==> src/rtl/midi_ctrl_tx.sv <==
// midi_ctrl_tx: MIDI OUT transmitter for internally generated controller
// messages (pitch bend and control change). A one-cycle request is formatted
// into a 2- or 3-byte MIDI message, with optional running status, and then
// shifted out as 8N1 serial data at BAUD.
//
// Ports:
//   CLOCK_50    system clock
//   reset_data  synchronous reset, active high
//   channel     MIDI channel, latched at accept
//   send_pitch  one-cycle pitch bend request (wins over send_cc)
//   pitch_val   14-bit pitch bend value, 8192 = centre
//   send_cc     one-cycle control change request
//   cc_num      controller number
//   cc_val      controller value
//   busy        high from the cycle after accept until the last stop bit ends
//   done        one-cycle pulse after the final stop bit
//   txd         serial MIDI out, idles high, driven straight from a flop
//
// state | meaning
// IDLE  | line high, waiting for a request
// START | start bit (low) for BIT_DIV clocks
// DATA  | 8 data bits, LSB first, BIT_DIV clocks each
// STOP  | stop bit (high); on exit either loads the next byte and returns to
//       | START (the NEXT_BYTE step, no idle gap) or finishes with done
module midi_ctrl_tx #(
  parameter int CLK_HZ         = 50000000,
  parameter int BAUD           = 31250,
  parameter int BIT_DIV        = CLK_HZ / BAUD,
  parameter bit RUNNING_STATUS = 1'b1
) (
  input  logic        CLOCK_50,
  input  logic        reset_data,
  input  logic [3:0]  channel,
  input  logic        send_pitch,
  input  logic [13:0] pitch_val,
  input  logic        send_cc,
  input  logic [6:0]  cc_num,
  input  logic [6:0]  cc_val,
  output logic        busy,
  output logic        done,
  output logic        txd
);

  localparam int CW = (BIT_DIV > 1) ? $clog2(BIT_DIV) : 1;

  typedef enum logic [1:0] {IDLE, START, DATA, STOP} state_t;

  state_t          state;
  logic [CW-1:0]   baud_cnt;
  logic [2:0]      bit_cnt;
  logic [7:0]      shreg;
  logic [15:0]     pend;        // bytes still to send, next one in [7:0]
  logic [1:0]      pend_cnt;
  logic [7:0]      last_status; // 0x00 never matches a real status byte

  logic            accept;
  logic            skip_status;
  logic            baud_wrap;
  logic [7:0]      status_n;
  logic [7:0]      byte1_n;
  logic [7:0]      byte2_n;

  always_comb begin
    accept      = (state == IDLE) && !busy && (send_pitch || send_cc);
    status_n    = send_pitch ? {4'hE, channel} : {4'hB, channel};
    byte1_n     = send_pitch ? {1'b0, pitch_val[6:0]} : {1'b0, cc_num};
    byte2_n     = send_pitch ? {1'b0, pitch_val[13:7]} : {1'b0, cc_val};
    skip_status = RUNNING_STATUS && (status_n == last_status);
    baud_wrap   = (baud_cnt == CW'(BIT_DIV - 1));
  end

  always_ff @(posedge CLOCK_50) begin
    if (reset_data) begin
      state       <= IDLE;
      baud_cnt    <= '0;
      bit_cnt     <= '0;
      shreg       <= '0;
      pend        <= '0;
      pend_cnt    <= '0;
      last_status <= 8'h00;
      busy        <= 1'b0;
      done        <= 1'b0;
      txd         <= 1'b1;
    end else begin
      done <= 1'b0;
      case (state)
        IDLE: begin
          baud_cnt <= '0;
          bit_cnt  <= '0;
          txd      <= 1'b1;
          if (accept) begin
            busy  <= 1'b1;
            txd   <= 1'b0;
            state <= START;
            if (skip_status) begin
              shreg    <= byte1_n;
              pend     <= {8'h00, byte2_n};
              pend_cnt <= 2'd1;
            end else begin
              shreg       <= status_n;
              pend        <= {byte2_n, byte1_n};
              pend_cnt    <= 2'd2;
              last_status <= status_n;
            end
          end
        end
        START: begin
          if (baud_wrap) begin
            baud_cnt <= '0;
            bit_cnt  <= '0;
            txd      <= shreg[0];
            shreg    <= shreg >> 1;
            state    <= DATA;
          end else begin
            baud_cnt <= baud_cnt + 1'b1;
          end
        end
        DATA: begin
          if (baud_wrap) begin
            baud_cnt <= '0;
            if (bit_cnt == 3'd7) begin
              txd   <= 1'b1;
              state <= STOP;
            end else begin
              bit_cnt <= bit_cnt + 1'b1;
              txd     <= shreg[0];
              shreg   <= shreg >> 1;
            end
          end else begin
            baud_cnt <= baud_cnt + 1'b1;
          end
        end
        STOP: begin
          if (baud_wrap) begin
            baud_cnt <= '0;
            if (pend_cnt != 2'd0) begin
              shreg    <= pend[7:0];
              pend     <= {8'h00, pend[15:8]};
              pend_cnt <= pend_cnt - 1'b1;
              txd      <= 1'b0;
              state    <= START;
            end else begin
              busy  <= 1'b0;
              done  <= 1'b1;
              state <= IDLE;
            end
          end else begin
            baud_cnt <= baud_cnt + 1'b1;
          end
        end
        default: state <= IDLE;
      endcase
    end
  end

endmodule
==> config.mk <==
export PLATFORM = sky130hd
export DESIGN_NAME = midi_ctrl_tx
export DESIGN_NICKNAME = d
export VERILOG_FILES = /design/src/rtl/midi_ctrl_tx.sv
export SDC_FILE = /design/constraint.sdc
export NUM_CORES = 1
export LEC_CHECK = 0
export ABC_CLOCK_PERIOD_IN_PS = 3270
export CAP_MARGIN = 40
export CORE_MARGIN = 2
export CORE_UTILIZATION = 32
export CTS_BUF_LIST = sky130_fd_sc_hd__clkbuf_2 sky130_fd_sc_hd__clkbuf_4 sky130_fd_sc_hd__clkbuf_8
export DETAILED_ROUTE_END_ITERATION = 10
export GPL_TIMING_DRIVEN = 0
export HOLD_SLACK_MARGIN = 0.1
export PLACE_DENSITY = 0.49
export SYNTH_ARGS = -nofsm -noshare
export SYNTH_HDL_FRONTEND = slang
export SYNTH_SLANG_ARGS = --single-unit
==> constraint.sdc <==
create_clock -name CLOCK_50 -period 3.27 [get_ports CLOCK_50]
set_clock_uncertainty 0.15 [all_clocks]
set_input_delay 0.327 -clock CLOCK_50 [delete_from_list [all_inputs] [get_ports CLOCK_50]]
set_output_delay 0.327 -clock CLOCK_50 [all_outputs]
set_load 0.05 [all_outputs]
==> key figures <==
Layout
  – Area taken by multi-input logic gates: 1740 sq um
  – P&R area growth vs syn: 21.8%
  – Final Cell Area: 3510 sq um
  – Fillers: 902
  – Finished Layout Cells: 494
  – Antenna cell count: 0
  – Nets: 429
  – Final Core Density: 40.3%
  – Reg area: 1000 sq um
  – Share of post-route cells with drive strength above 1: 9.33%

Synth
  – Mapped Area: 2880 sq um
  – Register area share after synthesis: 34.7%
  – Count leader, synth: dfxtp_1
  – Most used DFF post-synth: dfxtp_1
  – Synth top area share: 34.7%
  – Syn nets: 383
  – Number of synthesized flops with an enable pin: 0
  – Post-Syn Area per Cell: 8.51 sq um
  – Cell count after synthesis: 339
  – Synth unique cells: 57
  – Synth warnings: 0
  – Ranking of synthesized cells by area: dfxtp_1 35%, mux2i_1 5.9%, nand2_1 4.9%, nor2_1 4.7%, o32ai_2 3.9%
  – Synth Register Bits: 50
  – Synth cell count leaders: 50 x dfxtp_1, 38 x nand2_1, 36 x nor2_1, 22 x a21oi_1
  – Ys async rst share: 0%
  – Yosys top cell by area: dfxtp_1

Floorplanning
  – Core Area: 8720 sq um
  – # IOs: 39
  – Die area: 9790 sq um
  – Row count: 34
  – Starting density of the core: 33.1%
  – Die H: 98.9 um
  – Die Span X: 98.9 um

Critical path
  – CP Capture Type: flop
  – Startpoint Class: flop
  – Worst endpoint required time: 3290 ps
  – Worst reg2reg setup slack: 400 ps
  – R2r worst-path depth: 7
  – Worst Path Arrival: 2880 ps
  – CP max FO: 7
  – Setup Crit Path Kind: reg2reg

Global routing
  – Total grt overflow: 0
  – First-pass GRT wire length: 13.3 mm
  – Pin count of the biggest net entering global routing: 16
  – Vias in the first global route: 2581
  – Total Routing Usage GR: 16.8%
  – Initial antenna violation count: 0

Clock network
  – H-tree depth: 2
  – Hold_buf cts: 0
  – CTS tree: yes
  – Reg clk slew, reported paths: 110 ps
  – Postcts setup bufs: 0
  – PostCTS Resize Cnt: 0
  – Clk sinks: 50
  – CTS buffer count: 5
  – Clock Tree Root: clkbuf_8
  – Clock buffer depth: 2
  – Clk_lat worst skew: 320 ps

Detailed routing
  – DRC viols: 0
  – Via count: 2668
  – Remaining antenna violation count: 0
  – Final wirelength: 8.01 mm
  – Vias per cell: 5.40
  – DR WL/cell: 16.2 um
  – Initial DRC Count: 211
  – DRT Pass-1 Iters: 4

Timing
  – Final worst path period need: 2870 ps
  – Slew Limit Fails: 0
  – Tcrit/Tclk final: 87.7%
  – Worst relative slew slack: 37.6%
  – # setup viols final: 0
  – Worst slew pin tran: 936 ps
  – RSZ-0062 raised after global routing: no
  – Fin Setup TNS: 0 ps
  – Fmax: 349 MHz
  – Final hold violation count: 0

Placed design
  – Port buffer count: 38
  – DP Area: 3400 sq um
  – Hpwl dp: 5.98 mm
  – Gpl congestion: 0.780
  – Placed cell count: 485

Power
  – LEAKAGE: 0.00125 uW
  – Peak VDD IR: 0.266 mV
  – Power per cell area: 792 nW/um^2

Run status
  – Outcome: finished, final reports clean

Job
  – MaxCap Viol Count: 0

Hold path
  – WHS Path Cells: 2
  – Worst Hold Class: reg2reg
[worst max-delay path, cell delays in order (launching register included)]
cell and delay, ps:
dfxtp_1 340, ha_1 210, ha_1 240, or3b_2 470
or4_1 450, a22o_1 230, nor2_1 450, a311oi_1 180
[area by class of cell]
type | instances | area share (%)
Buffer | 23 | 2.92
Clock buffer | 5 | 1.96
Clock inverter | 3 | 1.14
Inverter | 12 | 1.28
Multi-Input combinational cell | 254 | 49.4
Sequential cell | 50 | 28.5
Tap cell | 108 | 3.85
Timing Repair Buffer | 39 | 11.0
[worst paths after layout]
check,startpoint,to
min,last_status[5],last_status[5]
max reg2reg,bit_cnt[0],shreg[1]
min reg2reg,last_status[5],last_status[5]
max,bit_cnt[0],shreg[1]
[through the flow]
step / power, uW / hold WS, ps / setup slack [ps]
detailed placement: 2340 / 304 / 119
global placement: 2330 / 297 / 126
floorplan: 1960 / 280 / 816
CTS: 2790 / 316 / 396
global route: 2990 / 344 / 229
finish: 2780 / 314 / 401
[routing by layer]
metal	wire length (um)	GRT usage, %	vias up
met5	0	0	-
met4	67	3.48	0
met3	404	2.84	5
met2	3580	26.6	66
met1	3970	24.2	1251
li1	-	-	1346
[cells in the final DEF, fill, tap and decap left out, types with 4 or more instances in the layout]
cell type and count:
clkbuf_8 5, nand3_1 14, clkbuf_1 17, o32ai_2 7, mux2i_1 17, dfxtp_1 50
a211oi_1 5, or4_1 4, o221a_2 7, clkdlybuf4s50_1 38, a31oi_1 4, xnor2_1 11
nor2_1 36, nor2b_1 4, a21oi_1 22, a22oi_1 5, nand2_1 38, a311oi_1 4
ha_1 8, nand4_1 6, inv_1 12, o31ai_1 4, o21ai_0 8
[sequential cells by signal (all words and copies together) (netlist names)]
name / cells
done: 1
txd: 1
bit_cnt: 3
state: 2
pend_cnt: 2
last_status: 7
baud_cnt: 11
shreg: 8
pend: 14
busy: 1
[power by group]
| group | switching (uW) | total [uW] | internal (uW) | leakage, uW |
|---|---|---|---|---|
| logic | 862 | 1440 | 580 | 0.000783 |
| clock network | 226 | 452 | 226 | 0.0000579 |
| registers | 108 | 889 | 781 | 0.000411 |
| total | 1200 | 2780 | 1590 | 0.00125 |
[cells by family (layout without fill, tap and decap cells)]
family | count (synthesis) | count (layout) | share of synthesized area (%)
AND/OR/NAND/NOR | 124 | 124 | 21.0
AO/OA/AOI/OAI | 91 | 91 | 25.4
flip-flops | 50 | 50 | 34.7
buffers and inverters | 35 | 82 | 5.12
multiplexers | 18 | 18 | 6.29
XOR/XNOR | 13 | 13 | 3.95
adder cells (fa/ha/maj) | 8 | 8 | 3.47
No activity file was read; power rests on OpenSTA's default activity.
